$ cat src/rtl/fetch_prefetch_queue.sv
// Instruction-fetch front end: sequential I-side reads into an in-order prefetch queue, handed to decode.
// Optional FETCH_PERF_CNT_EN adds perf_fetched / perf_discarded counters.
module fetch_prefetch_queue #(
  parameter int unsigned DEPTH        = 4,
  parameter int unsigned MAX_INFLIGHT = 2,
  parameter logic [31:0] RESET_PC     = 32'h1eceb000
) (
  input  logic        clk,
  input  logic        rst_n,
  output logic [31:0] imem_addr,
  output logic [3:0]  imem_rmask,
  output logic [3:0]  imem_wmask,
  output logic [31:0] imem_wdata,
  input  logic [31:0] imem_rdata,
  input  logic        imem_resp,
  input  logic        redirect_valid,
  input  logic [31:0] redirect_pc,
  output logic        inst_valid,
  input  logic        inst_ready,
  output logic [31:0] inst,
  output logic [31:0] inst_pc,
  output logic        fetch_err
`ifdef FETCH_PERF_CNT_EN
  ,
  output logic [31:0] perf_fetched,
  output logic [31:0] perf_discarded
`endif
);

  localparam int unsigned IW = $clog2(DEPTH);
  localparam int unsigned PW = IW + 1;
  localparam int unsigned CW = PW + 1;
  typedef logic [PW-1:0] ptr_t;
  localparam ptr_t          DEPTH_P   = ptr_t'(DEPTH);
  localparam logic [CW-1:0] MAX_INF_P = CW'(MAX_INFLIGHT);

  logic [31:0] pc_q, pc_d;
  ptr_t        head_q, head_d;
  ptr_t        fill_q, fill_d;
  ptr_t        tail_q, tail_d;
  ptr_t        drop_cnt_q, drop_cnt_d;
  logic        fetch_err_q, fetch_err_d;
  logic [31:0] slot_pc_q   [DEPTH];
  logic [31:0] slot_pc_d   [DEPTH];
  logic [31:0] slot_inst_q [DEPTH];
  logic [31:0] slot_inst_d [DEPTH];

  ptr_t          occupied;
  ptr_t          pending;
  logic [CW-1:0] inflight;
  logic          can_issue;
  logic          deq;
  logic          resp_drop;
  logic          resp_fill;
  logic          resp_err;

  // Discarded reads still occupy memory bandwidth, so they count toward the in-flight limit.
  assign occupied  = tail_q - head_q;
  assign pending   = tail_q - fill_q;
  assign inflight  = CW'(pending) + CW'(drop_cnt_q);
  assign can_issue = rst_n && (occupied < DEPTH_P) && (inflight < MAX_INF_P) && !redirect_valid;

  assign inst_valid = (head_q != fill_q);
  assign inst       = slot_inst_q[head_q[IW-1:0]];
  assign inst_pc    = slot_pc_q[head_q[IW-1:0]];
  assign deq        = inst_valid && inst_ready;

  assign resp_drop = imem_resp && (drop_cnt_q != '0);
  assign resp_fill = imem_resp && (drop_cnt_q == '0) && (fill_q != tail_q);
  assign resp_err  = imem_resp && (drop_cnt_q == '0) && (fill_q == tail_q);

  assign imem_rmask = can_issue ? 4'hF : 4'h0;
  assign imem_addr  = pc_q;
  assign imem_wmask = 4'h0;
  assign imem_wdata = 32'h0;
  assign fetch_err  = fetch_err_q;

  always_comb begin
    pc_d        = pc_q;
    head_d      = head_q;
    fill_d      = fill_q;
    tail_d      = tail_q;
    drop_cnt_d  = drop_cnt_q;
    fetch_err_d = fetch_err_q;
    slot_pc_d   = slot_pc_q;
    slot_inst_d = slot_inst_q;

    if (deq) head_d = head_q + ptr_t'(1);
    if (resp_drop) drop_cnt_d = drop_cnt_q - ptr_t'(1);
    if (resp_fill) begin
      slot_inst_d[fill_q[IW-1:0]] = imem_rdata;
      fill_d = fill_q + ptr_t'(1);
    end
    if (resp_err) fetch_err_d = 1'b1;

    // Reads still outstanding at the flush become drops, net of a response landing this cycle.
    if (redirect_valid) begin
      head_d     = '0;
      fill_d     = '0;
      tail_d     = '0;
      drop_cnt_d = drop_cnt_q + pending - ptr_t'(resp_fill) - ptr_t'(resp_drop);
      pc_d       = {redirect_pc[31:2], 2'b00};
      if (redirect_pc[1:0] != 2'b00) fetch_err_d = 1'b1;
    end else if (can_issue) begin
      slot_pc_d[tail_q[IW-1:0]] = pc_q;
      tail_d = tail_q + ptr_t'(1);
      pc_d   = pc_q + 32'd4;
    end
  end

  always_ff @(posedge clk or negedge rst_n) begin
    if (!rst_n) begin
      pc_q        <= RESET_PC;
      head_q      <= '0;
      fill_q      <= '0;
      tail_q      <= '0;
      drop_cnt_q  <= '0;
      fetch_err_q <= 1'b0;
      slot_pc_q   <= '{default: '0};
      slot_inst_q <= '{default: '0};
    end else begin
      pc_q        <= pc_d;
      head_q      <= head_d;
      fill_q      <= fill_d;
      tail_q      <= tail_d;
      drop_cnt_q  <= drop_cnt_d;
      fetch_err_q <= fetch_err_d;
      slot_pc_q   <= slot_pc_d;
      slot_inst_q <= slot_inst_d;
    end
  end

`ifdef FETCH_PERF_CNT_EN
  logic [31:0] perf_fetched_q, perf_fetched_d;
  logic [31:0] perf_discarded_q, perf_discarded_d;

  always_comb begin
    perf_fetched_d   = perf_fetched_q + (deq ? 32'd1 : 32'd0);
    perf_discarded_d = perf_discarded_q + (resp_drop ? 32'd1 : 32'd0);
  end

  always_ff @(posedge clk or negedge rst_n) begin
    if (!rst_n) begin
      perf_fetched_q   <= '0;
      perf_discarded_q <= '0;
    end else begin
      perf_fetched_q   <= perf_fetched_d;
      perf_discarded_q <= perf_discarded_d;
    end
  end

  assign perf_fetched   = perf_fetched_q;
  assign perf_discarded = perf_discarded_q;
`endif

endmodule
$ cat config.mk
export PLATFORM = sky130hd
export DESIGN_NAME = fetch_prefetch_queue
export DESIGN_NICKNAME = d
export VERILOG_FILES = /design/src/rtl/fetch_prefetch_queue.sv
export SDC_FILE = /design/constraint.sdc
export NUM_CORES = 1
export LEC_CHECK = 0
export CAP_MARGIN = 20
export CORE_AREA = 5 5 170 172
export CTS_CLUSTER_SIZE = 25
export DETAILED_ROUTE_END_ITERATION = 8
export DIE_AREA = 0 0 175 177
export HOLD_SLACK_MARGIN = 0.12
export PLACE_DENSITY = 0.82
export SLEW_MARGIN = 20
export SYNTH_ARGS = -nofsm -noshare
export SYNTH_HDL_FRONTEND = slang
export SYNTH_SLANG_ARGS = --single-unit
$ cat constraint.sdc
create_clock -name clk -period 5.25 [get_ports clk]
set_clock_uncertainty 0.05 [all_clocks]
set_input_delay 1.575 -clock clk [delete_from_list [all_inputs] [get_ports clk]]
set_output_delay 1.575 -clock clk [all_outputs]
set_load 0.005 [all_outputs]
# --- Word-level counts from Yosys, hierarchy flattened ---
# Index checks and enable logic that the tools add are counted.
# Widths: inputs -> output; s select.
word_totals:
  ff_bits: 301
  latch_bits: 0
  mem_bits_rw: 0
  romBits: 0
  inputBits: 69
  output_inout_bits: 138
  word_cells: 84
  n_memories: 0
classes:
  n_addsub: 11
  multipliers: 0
  div_mod_pow: 0
  magnitude_cmp: 7
  eq_ne: 3
  n_shift: 0
  mux: 26
  bitwise: 4
  n_reduce_logical: 19
op_table:
  columns: ["op", "count"]
  rows:
  - ["$bwmux 128", 2]
  - ["$mux 32", 8]
  - ["$bmux 32 s2", 2]
  - ["$demux 32 s2", 2]
  - ["$add 32x3->32 const B", 1]
  - ["$mux 3", 8]
  - ["$logic_and 1x1->1", 10]
  - ["$reduce_bool 2->1", 5]
  - ["$add 3x1->3 const B", 3]
  - ["$ge 3x3->1 const B", 3]
  - ["$not 2->3", 3]
  - ["$lt 3x1->1 const B", 2]
  - ["$ne 3x3->1", 2]
  - ["$sub 3x1->3", 2]
  - ["$sub 3x3->3", 2]
  - ["$add 3x3->4", 1]
  - ["$lt 4x2->1 const B", 1]
  - ["$mux 4", 1]
  - ["$add 3x3->3", 1]
  - ["$eq 3x3->1", 1]
  - ["$logic_not 3->1", 1]
  - ["$lt 3x3->1 const B", 1]
  - ["$mux 1", 3]
  - ["$reduce_bool 3->1", 1]
  - ["other kinds (4)", 4]

# --- Depth between registers and ports, before layout ---
# Gate-level depths: netlist (run 1).
logic_depth:
  word_depth: 7
  ltp_mapped: 14
  ltp_nobuf: 12

# --- Worst setup path before layout (run 1) ---
# OpenSTA, ideal clock, no wires.
synth_path:
  kind: "reg2out"
  start: "register tail_q[0]"
  end: "output port imem_rmask[0]"
  arrival_time_ns: 2.848
  t_required_ns: 3.625
  path_slack_ns: 0.777
  stages_incl_launch_ff: 14
  path_buffers: 2
  path_cell_list: "dfrtp_1 inv_1 ha_1 inv_1 fa_1 inv_1 fa_1 o21ai_0 o21a_1 nand2_1 or2_1 buf_2 nor2_1 buf_4"
synth_via:
  elab_chain_cells: 6
  word_cells_on_any_way: 9
  cone_classes: "add/sub: 3; order compare: 2; mux: 1; reduce/logical: 3"
synth_lines:
  columns: ["item", "line_no", "source"]
  rows:
  - ["start: declaration", "40", "ptr_t tail_q, tail_d;"]
  - ["start signal: assignment", "125", "tail_q <= tail_d;"]
  - ["$sub 3x3->3, on equally long branches", "59, 58", null]
  - ["$add 3x3->4 or $lt 3x3->1 (tied branches)", "60, 61", null]
  - ["$lt 4x2->1 or $logic_and 1x1->1 (tied branches)", "61", "assign can_issue = rst_n && (occupied < DEPTH_P) && (inflight < MAX_INF_P) && !redirect_valid;"]
  - ["$logic_and 1x1->1 (*) (2 in a row)", "61", null]
  - ["named net can_issue", "51", "logic can_issue;"]
  - ["$mux 4 (*)", "72", "assign imem_rmask = can_issue ? 4'hF : 4'h0;"]
  - ["end: declaration", "11", "output logic [3:0] imem_rmask,"]
# Mark *: on every way through the listed nets, which the timed path passes. The rest lies on a longest branch.

# --- Worst setup path in the final report (run 1) ---
layout_path:
  start: "register tail_q[0]"
  end: "output port imem_rmask[1]"
layout_via:
  elab_chain_cells: 6
  word_cells_on_any_way: 9
  cone_classes: "add/sub: 3; order compare: 2; mux: 1; reduce/logical: 3"
layout_lines:
  columns: ["item", "line_no"]
  rows:
  - ["$sub 3x3->3, on equally long branches", "59, 58"]
  - ["$add 3x3->4 or $lt 3x3->1 (tied branches)", "60, 61"]
  - ["$lt 4x2->1 or $logic_and 1x1->1 (tied branches)", "61"]
  - ["$logic_and 1x1->1 (*) (2 in a row)", "61"]
  - ["$mux 4 (*)", "72"]
# Every way passes the cells marked *; elsewhere a longest branch is shown, timed or not.

==> results of run 1 <==
critical path, cell delays in order (launching register included):
cell           delay [ps]
dfrtp_1               390
inv_2                 100
ha_1                  150
inv_1                  50
fa_1                  510
inv_1                  90
fa_1                  510
o211ai_1               90
nor2_1                150
nand2_1                80
or2_1                 270
nor2_4                150
dlygate4sd2_1         260
state kept, by name, indices dropped and copies added (netlist names):
register and cells:
fill_q 3, tail_q 3, slot_pc_q 120, imem_addr 30
slot_inst_q 128, head_q 3, drop_cnt_q 3, fetch_err 1
per-stage QoR:
step | utilization | instances
final | 0.614 | 1492
after detailed placement | 0.578 | 1434
after global placement | 0.578 | 1434
after floorplan | - | 1011
after CTS | 0.614 | 1492
after global routing | 0.614 | 1492
final cells by class:
type                    count  area (µm²)  share of cell area
flip-flops and latches    291        7300               0.435
clock inverters             8        67.6             0.00403
well taps                 346         433              0.0258
repair buffers            185        1830               0.109
inverters                  17        63.8             0.00380
multi-input cells         598        6210               0.370
clock buffers              47         876              0.0522
synthesized netlist by cell type (all sizes together):
cell type and number:
nand4b 1, a22oi 1, buf 80, nand3 15, dfrtp 279, mux4 62, nand2 50, mux2i 4
clkbuf 25, nand3b 1, inv 17, nor3b 4, nor4 17, nor4b 1, conb 1, mux2 253
o211ai 1, nand4 4, nor3 12, o21ai 30, ha 20, fa 5, nor2 12, xnor2 34
and4 3, o21a 1, a21oi 2, and3 5, xor2 11, nand2b 3, or2 2, nor2b 1
and2 3, dfstp 12
routing by layer:
| layer | vias up | share of wire | GRT usage |
|---|---|---|---|
| li1 | 3706 | - | - |
| met1 | 4375 | 0.44 | 0.274 |
| met2 | 246 | 0.49 | 0.325 |
| met3 | 40 | 0.055 | 0.0376 |
| met4 | 2 | 0.015 | 0.0354 |
| met5 | - | 0.00043 | 0 |
power groups by stage:
stage                     Clock [mW]  Combinational, mW  Sequential (mW)
after floorplan                    0               1.31             2.95
final                           2.05               2.21             3.03
after CTS                       2.09               2.24             3.03
after detailed placement           0               2.21             3.06
after global routing            2.18               2.40             3.09
after global placement             0               2.16             3.03
cell families after synthesis:
logic type | after synthesis | share of synthesized area
buffers and inverters | 122 | 0.0544
other | 1 | 0.000266
xor gates and xnor gates | 45 | 0.0280
DFF | 291 | 0.518
muxes | 319 | 0.309
AOI/OAI and AO/OA | 35 | 0.0130
and+or+nand+nor | 134 | 0.0526
adders and majority gates | 25 | 0.0249
worst max path at each step:
stage / start / endpoint / slack (ps) / cells after the start
floorplan: tail_q[0] / imem_rmask[0] / 780 / 13
global placement: tail_q[0] / imem_rmask[0] / 330 / 12
detailed placement: tail_q[0] / imem_rmask[1] / 180 / 12
CTS: tail_q[0] / imem_rmask[1] / 200 / 12
global route: tail_q[0] / imem_rmask[0] / 70 / 12
finish: tail_q[0] / imem_rmask[1] / 280 / 12
repair_timing:
item / in CTS / in global routing
hold buffers: 0 / 0
hold endpoints to repair: 0 / 0
buffers inserted: 3 / 0
gates resized for setup: 8 / 0
endpoints found under the setup margin: 4 / 0
==> run summary, run 1 <==
After detailed placement, the total cell area comes to 0.0158 mm². The synthesized design spends more area on one cell type than any other, namely dfrtp_1. For hold timing, the worst endpoint is slot_pc_q[113]. Relative to the synthesized area, the layout overhead comes to 19.2%. For this design, the sink count on the clock tree is 291. Entering global routing, the biggest net connects 85 pins. Of all nets on the critical path, the largest fanout is 4. The setup violation total in the final timing report came out at 0.

The area share of the leading cell type in the synthesized netlist works out to 0.496. The global-route total usage across every layer is 0.195. The critical path is of the reg2out type. After synthesis the netlist holds a flip-flop and latch count of 291. The power share of the sequential group was 0.416; the worst hold slack was 435 ps.

Power per unit of standard cell area: 434 mW/mm². At the pin with the least slew margin, the transition time is 1060 ps. The post-synthesis instance area is 0.0141 mm². Yosys attributes the largest share of cell area to dfrtp_1 50%, mux2_2 18%, mux4_2 9.9%, buf_4 2.8%, dfstp_2 2.2%. The worst setup path is captured at an output pin. STA classifies the critical path startpoint as a flip-flop.

For this block, the initial DRC count from the detailed router was 502. The number of port buffers came out at 166. For the critical path required time, the log shows 3630 ps. The maximum level of the CTS H-tree is 1.

The library cells used most frequently in the layout, excluding fill and tap cells, are 276 x dfrtp_1, 227 x mux2_2, 160 x clkdlybuf4s50_1, 62 x mux4_2, 46 x nand2_1. Summed over all layers, the global routing overflow is 0. The summed negative setup slack over all endpoints is 0 ps, and the weighted congestion reported at the end of routability-driven placement is 0.781. The clock network power share was 0.281. For the die area, the log shows 0.0310 mm². In the final design database the tool counted 1217 nets. During synthesis, Yosys emitted a total of 0 warnings.

Fill cells in the final layout number 2074. A synthesized cell averages 14.5 µm². The max-slew violation total from the final report is 0. The source of the worst hold timing path is slot_pc_q[113]. The final cycle utilization of the critical path works out to 0.946. The worst register-to-register path ends at slot_pc_q[123]. The layout cell share with drive strength beyond 1 was 0.349; the clock-pin slew of the registers on the worst-case setup and hold paths was 70 ps. The cell depth of the worst hold path is 1, and the horizontal die dimension is 175 µm. Summed over all nets, the switching power comes to 1.99 mW. In the routed design, unresolved DRC markers number 0. In the final routed layout, each cell accounts on average for 20.5 µm. The cell count after synthesis came out at 972. Maximum VDD drop: 0.246 mV. The run finished with clean final reports.

The logs give 177 ps for the pre-CTS setup slack and 4 for the length of the first detailed-routing pass in iterations. The detailed-route vias per instance is 5.61, and the insertion delay to the later sink of the worst-skew pair is 550 ps. In this run the static leakage power is 7.61 nW. The final-report hold violation count was 0. The run gives 19.2 mm as the detailed-placement wirelength estimate. Power share of the combinational group: 0.303. The number of maximum-capacitance violations was 0.

The tools report the total number of vias as 8369. Power consumption: 7.29 mW. The effective utilization at floorplan is 0.515. After floorplanning, the core was divided into 61 placement rows. Depth of the worst register-to-register path: 14.

The tools report the internal power component as 5.30 mW. TritonCTS built the clock tree. The via count of the first global-routing pass is 8967, and the arrival time at the worst endpoint is 3340 ps. The finished cells cover 0.0168 mm².

The number of diodes added for antenna fixing is 0, and the vertical die dimension is 177 µm. Once detail routing completed, the nets flagged for antenna violations numbered 0. In this run the critical register-to-register path is launched from tail_q[0].

Core box area: 0.0273 mm². Setup slack closes at 281 ps. The switching share of power works out to 0.273. For the tightest slew margin relative to the limit, the log shows 0.296.

The number of buffers inserted during clock tree synthesis is 30. The worst hold path belongs to the class reg2reg. Across all register-to-register paths, the minimum setup slack is 1140 ps. Setup repair after global routing left no endpoint under its margin. For the number of unique standard cell types used by synthesis, the log shows 46. The tree is rooted in a clkbuf_16. The number of antenna violations at the first check in global routing was 1; the top-level port count was 207. Summed over all layers, the routed wires come to 30.6 mm. Based on the critical path, the design can be clocked at up to 0.201 GHz.

In this run the deepest clock path goes through 3 buffers. After layout, the minimum clock period comes to 4970 ps. Leaving out fill and tap cells, the most frequent cell in the layout is dfrtp_1. The first-pass GRT wire length was 48.8 mm; the sequential area share after synthesis was 0.518.
Power figures use the tool's default switching activity.
==> inputs of run 2 (changes only) <==
--- a/config.mk
+++ b/config.mk
@@ -10,8 +10,8 @@
 export CTS_CLUSTER_SIZE = 25
 export DETAILED_ROUTE_END_ITERATION = 8
 export DIE_AREA = 0 0 175 177
-export HOLD_SLACK_MARGIN = 0.12
 export PLACE_DENSITY = 0.82
+export RECOVER_POWER = 50
 export SLEW_MARGIN = 20
 export SYNTH_ARGS = -nofsm -noshare
 export SYNTH_HDL_FRONTEND = slang
==> run 2 against run 1 <==
Against the previous run:
- the run now ends with capacitance limit, slew limit left
- sequential power about the same
- worst setup slack worse by 7.7 ps
- total power down 0.25%
- count of clock-buffer cells in the layout unchanged
- sequential share of layout area up 0.32 points
- fmax down 0.16%
- non-clock buffer count unchanged
- core utilization down 0.45 points
- worst hold slack about the same
==> run summary, run 2 (synthesis results as in run 1) <==
The setup violation total in the final timing report came out at 0 (unchanged). The type of element capturing the critical path was an output pin (unchanged). Chain of cells forming the critical path: inv_2 -> ha_1 -> inv_1 -> fa_1 -> inv_1 -> fa_1 -> o211ai_1 -> nor2_1 -> nand2_1 -> or2_1 -> nor2_4 -> dlygate4sd2_1 (unchanged).

Leakage power figure: 7.49 nW (was 7.61 nW). The longest individual stage delay on the worst path was 510 ps (about the same). Most frequent cells in the layout: 276 x dfrtp_1, 227 x mux2_2, 159 x clkdlybuf4s50_1, 62 x mux4_2, 50 x nand2_1 (was 276 x dfrtp_1, 227 x mux2_2, 160 x clkdlybuf4s50_1, 62 x mux4_2, 46 x nand2_1). The tools report the maximum number of buffers from clock root to sink as 3 (unchanged). The flip-flop count of the largest register, all copies and words added works out to 128 (unchanged). For the number of non-filler instances in the completed layout, the log shows 1492 (unchanged).

The largest fanout of any net on the critical path is 4 (unchanged), and the number of antenna violations at the first check in global routing is 1 (unchanged). The logs give 0 ps (unchanged) for the summed negative setup slack over all endpoints and 273 ps (was 281 ps) for the smallest setup slack after layout. The power consumption was 7.27 mW (was 7.29 mW); the vertical die dimension was 177 µm (unchanged). The run gives 291 (unchanged) as the TritonCTS sink count.

The run gives 0.781 (unchanged) as the weighted congestion reported at the end of routability-driven placement. The logs give 3630 ps (about the same) for the critical path required time and 522 (was 502) for the number of violations reported at the end of detailed-routing iteration 0. Number of buffers inserted during clock tree synthesis: 30 (unchanged).

TritonCTS built the clock tree. The layout overhead on the synthesized area is 18.3% (was 19.2%). The layout cell share with drive strength beyond 1 is 0.329 (was 0.349), and the final antenna-violating net count is 0 (unchanged). The number of buffers added to fix hold violations after cts came out at 0 (unchanged). The arrival time at the worst endpoint was 3350 ps (was 3340 ps). The timing-limited maximum frequency came out at 0.201 GHz (about the same). Number of diodes added for antenna fixing: 0 (unchanged). The maximum VDD drop is 0.245 mV (was 0.246 mV). Kind of cell with the highest combined delay on the critical path: adder cells (unchanged).

The final reports fail on capacitance limit, slew limit. The die area came out at 0.0310 mm² (unchanged). The total number of vias is 8380 (was 8369), and the placed instance count is 1434 (unchanged). The top-level port count is 207 (unchanged). The commonest non-fill, non-tap cell in the layout is dfrtp_1 (unchanged). The slew at the pin closest to its max-slew limit is 2010 ps (was 1060 ps), and the remaining routing DRC violations is 0 (unchanged). The number of maximum-capacitance violations came out at 6 (was 0). The number of port buffers is 166 (unchanged). The length of the first detailed-routing pass in iterations was 4 (unchanged); the detailed-placement wirelength estimate was 19.2 mm (unchanged). The first-pass GRT wire length came out at 48.8 mm (unchanged). The run gives 61 (unchanged) as the cell row count. For the insertion delay to the later sink of the worst-skew pair, the log shows 540 ps (was 550 ps). The largest net degree at the start of global routing was 85 (unchanged); the final core utilization was 0.610 (was 0.614). The slowest stage cell on the critical path was fa_1 (unchanged). For the global-route total usage across every layer, the log shows 0.195 (unchanged). The maximum level of the CTS H-tree came out at 1 (unchanged). Final cycle utilization of the critical path: 0.948 (was 0.946).

The tools report the pre-CTS setup slack as 177 ps (unchanged). Setup repair after global routing left no endpoint under its margin. The flow ran to the end, but the final reports show violations. The run gives 8967 (unchanged) as the via count of the first global-routing pass. Final-report hold violation count: 0 (unchanged).

The max-slew violation total from the final report is 284 (was 0). The worst min-delay path class is reg2reg (unchanged). The launching element type of the critical path is a flip-flop (unchanged). The effective utilization at floorplan came out at 0.515 (unchanged). The register with the highest flop count was slot_inst_q (unchanged). The buffer and inverter count on the worst path is 4 (unchanged), and the routed wire length per instance is 20.3 µm (was 20.5 µm). The run gives 0 (unchanged) as the remaining global-route overflow. The core box area came out at 0.0273 mm² (unchanged).

The net count of the finished layout is 1217 (unchanged). The final wirelength is 30.3 mm (was 30.6 mm), and the clock-pin slew of the registers on the worst-case setup and hold paths is 70 ps (about the same). The tightest slew margin relative to the limit is -0.342 (was 0.296).

The start-to-end type of the worst setup path is reg2out (unchanged). The detailed-route vias per instance was 5.62 (was 5.61); the final period demand of the worst path was 4980 ps (was 4970 ps). The tools report the buffer type at the clock tree root as clkbuf_16 (unchanged).

The power per unit of standard cell area is 436 mW/mm² (was 434 mW/mm²). The horizontal die dimension came out at 175 µm (unchanged).
-- run 2: cell types whose count changed in the layout (fill, tap and decap cells not counted), moves of 2 or more --
| cell | delta |
|---|---|
| mux2_1 | +15 |
| mux2_4 | -15 |
| nand2_1 | +4 |
| nand2_4 | -4 |
| clkbuf_1 | +3 |
| buf_4 | -2 |
| clkbuf_2 | +2 |
-- run 2: timing repair --
action,4_1_cts,5_1_grt
buffers inserted,3,0
setup endpoints to repair,4,0
hold endpoints to repair,0,0
gates resized for setup,8,0
-- run 2: metal layers --
| layer | vias to the layer above | track usage | share of wire |
|---|---|---|---|
| met1 | 4392 | 0.274 | 0.44 |
| met3 | 37 | 0.0376 | 0.056 |
| met2 | 242 | 0.325 | 0.49 |
| li1 | 3707 | - | - |
| met4 | 2 | 0.0354 | 0.015 |
| met5 | - | 0 | 0.00043 |
-- run 2: layout make-up --
class | instances | area [µm²]
fill | 2105 | 10700
sequential | 291 | 7300
multi-input combinational | 598 | 6110
timing repair buffer | 185 | 1810
clock buffer | 47 | 876
tap | 346 | 433
clock inverter | 8 | 67.6
inverter | 17 | 63.8
-- run 2: worst paths after layout --
| check | depth (start not counted) | start | endpoint | slack (ps) |
|---|---|---|---|---|
| max | 12 | tail_q[0] | imem_rmask[1] | 270 |
| min | 1 | slot_pc_q[113] | slot_pc_q[113] | 430 |
| max reg2reg | 14 | tail_q[0] | slot_pc_q[123] | 1130 |
| min reg2reg | 1 | slot_pc_q[113] | slot_pc_q[113] | 430 |
| max in group asynchronous | 4 | rst_n | imem_addr[3] | 1290 |
| min in group asynchronous | 2 | rst_n | slot_inst_q[77] | 1350 |
-- run 2: report_power, final --
group	internal, mW	switching (mW)	leakage, nW
combinational	1.38	0.822	3.17
clock	1.19	0.856	0.463
sequential	2.73	0.297	3.86
-- run 2: per-stage QoR --
stage | cell area [µm²] | hold slack (ps)
CTS | 16800 | 434
global route | 16700 | 453
floorplan | 14200 | 402
global placement | 15800 | 415
finish | 16700 | 435
detailed placement | 15800 | 421
==> inputs of run 3 (changes only) <==
--- a/config.mk
+++ b/config.mk
@@ -16,3 +16,4 @@
 export SYNTH_ARGS = -nofsm -noshare
 export SYNTH_HDL_FRONTEND = slang
 export SYNTH_SLANG_ARGS = --single-unit
+export TNS_END_PERCENT = 50
==> results of run 3 <==
Final layout, timing and power as in run 2 (identical DEF).
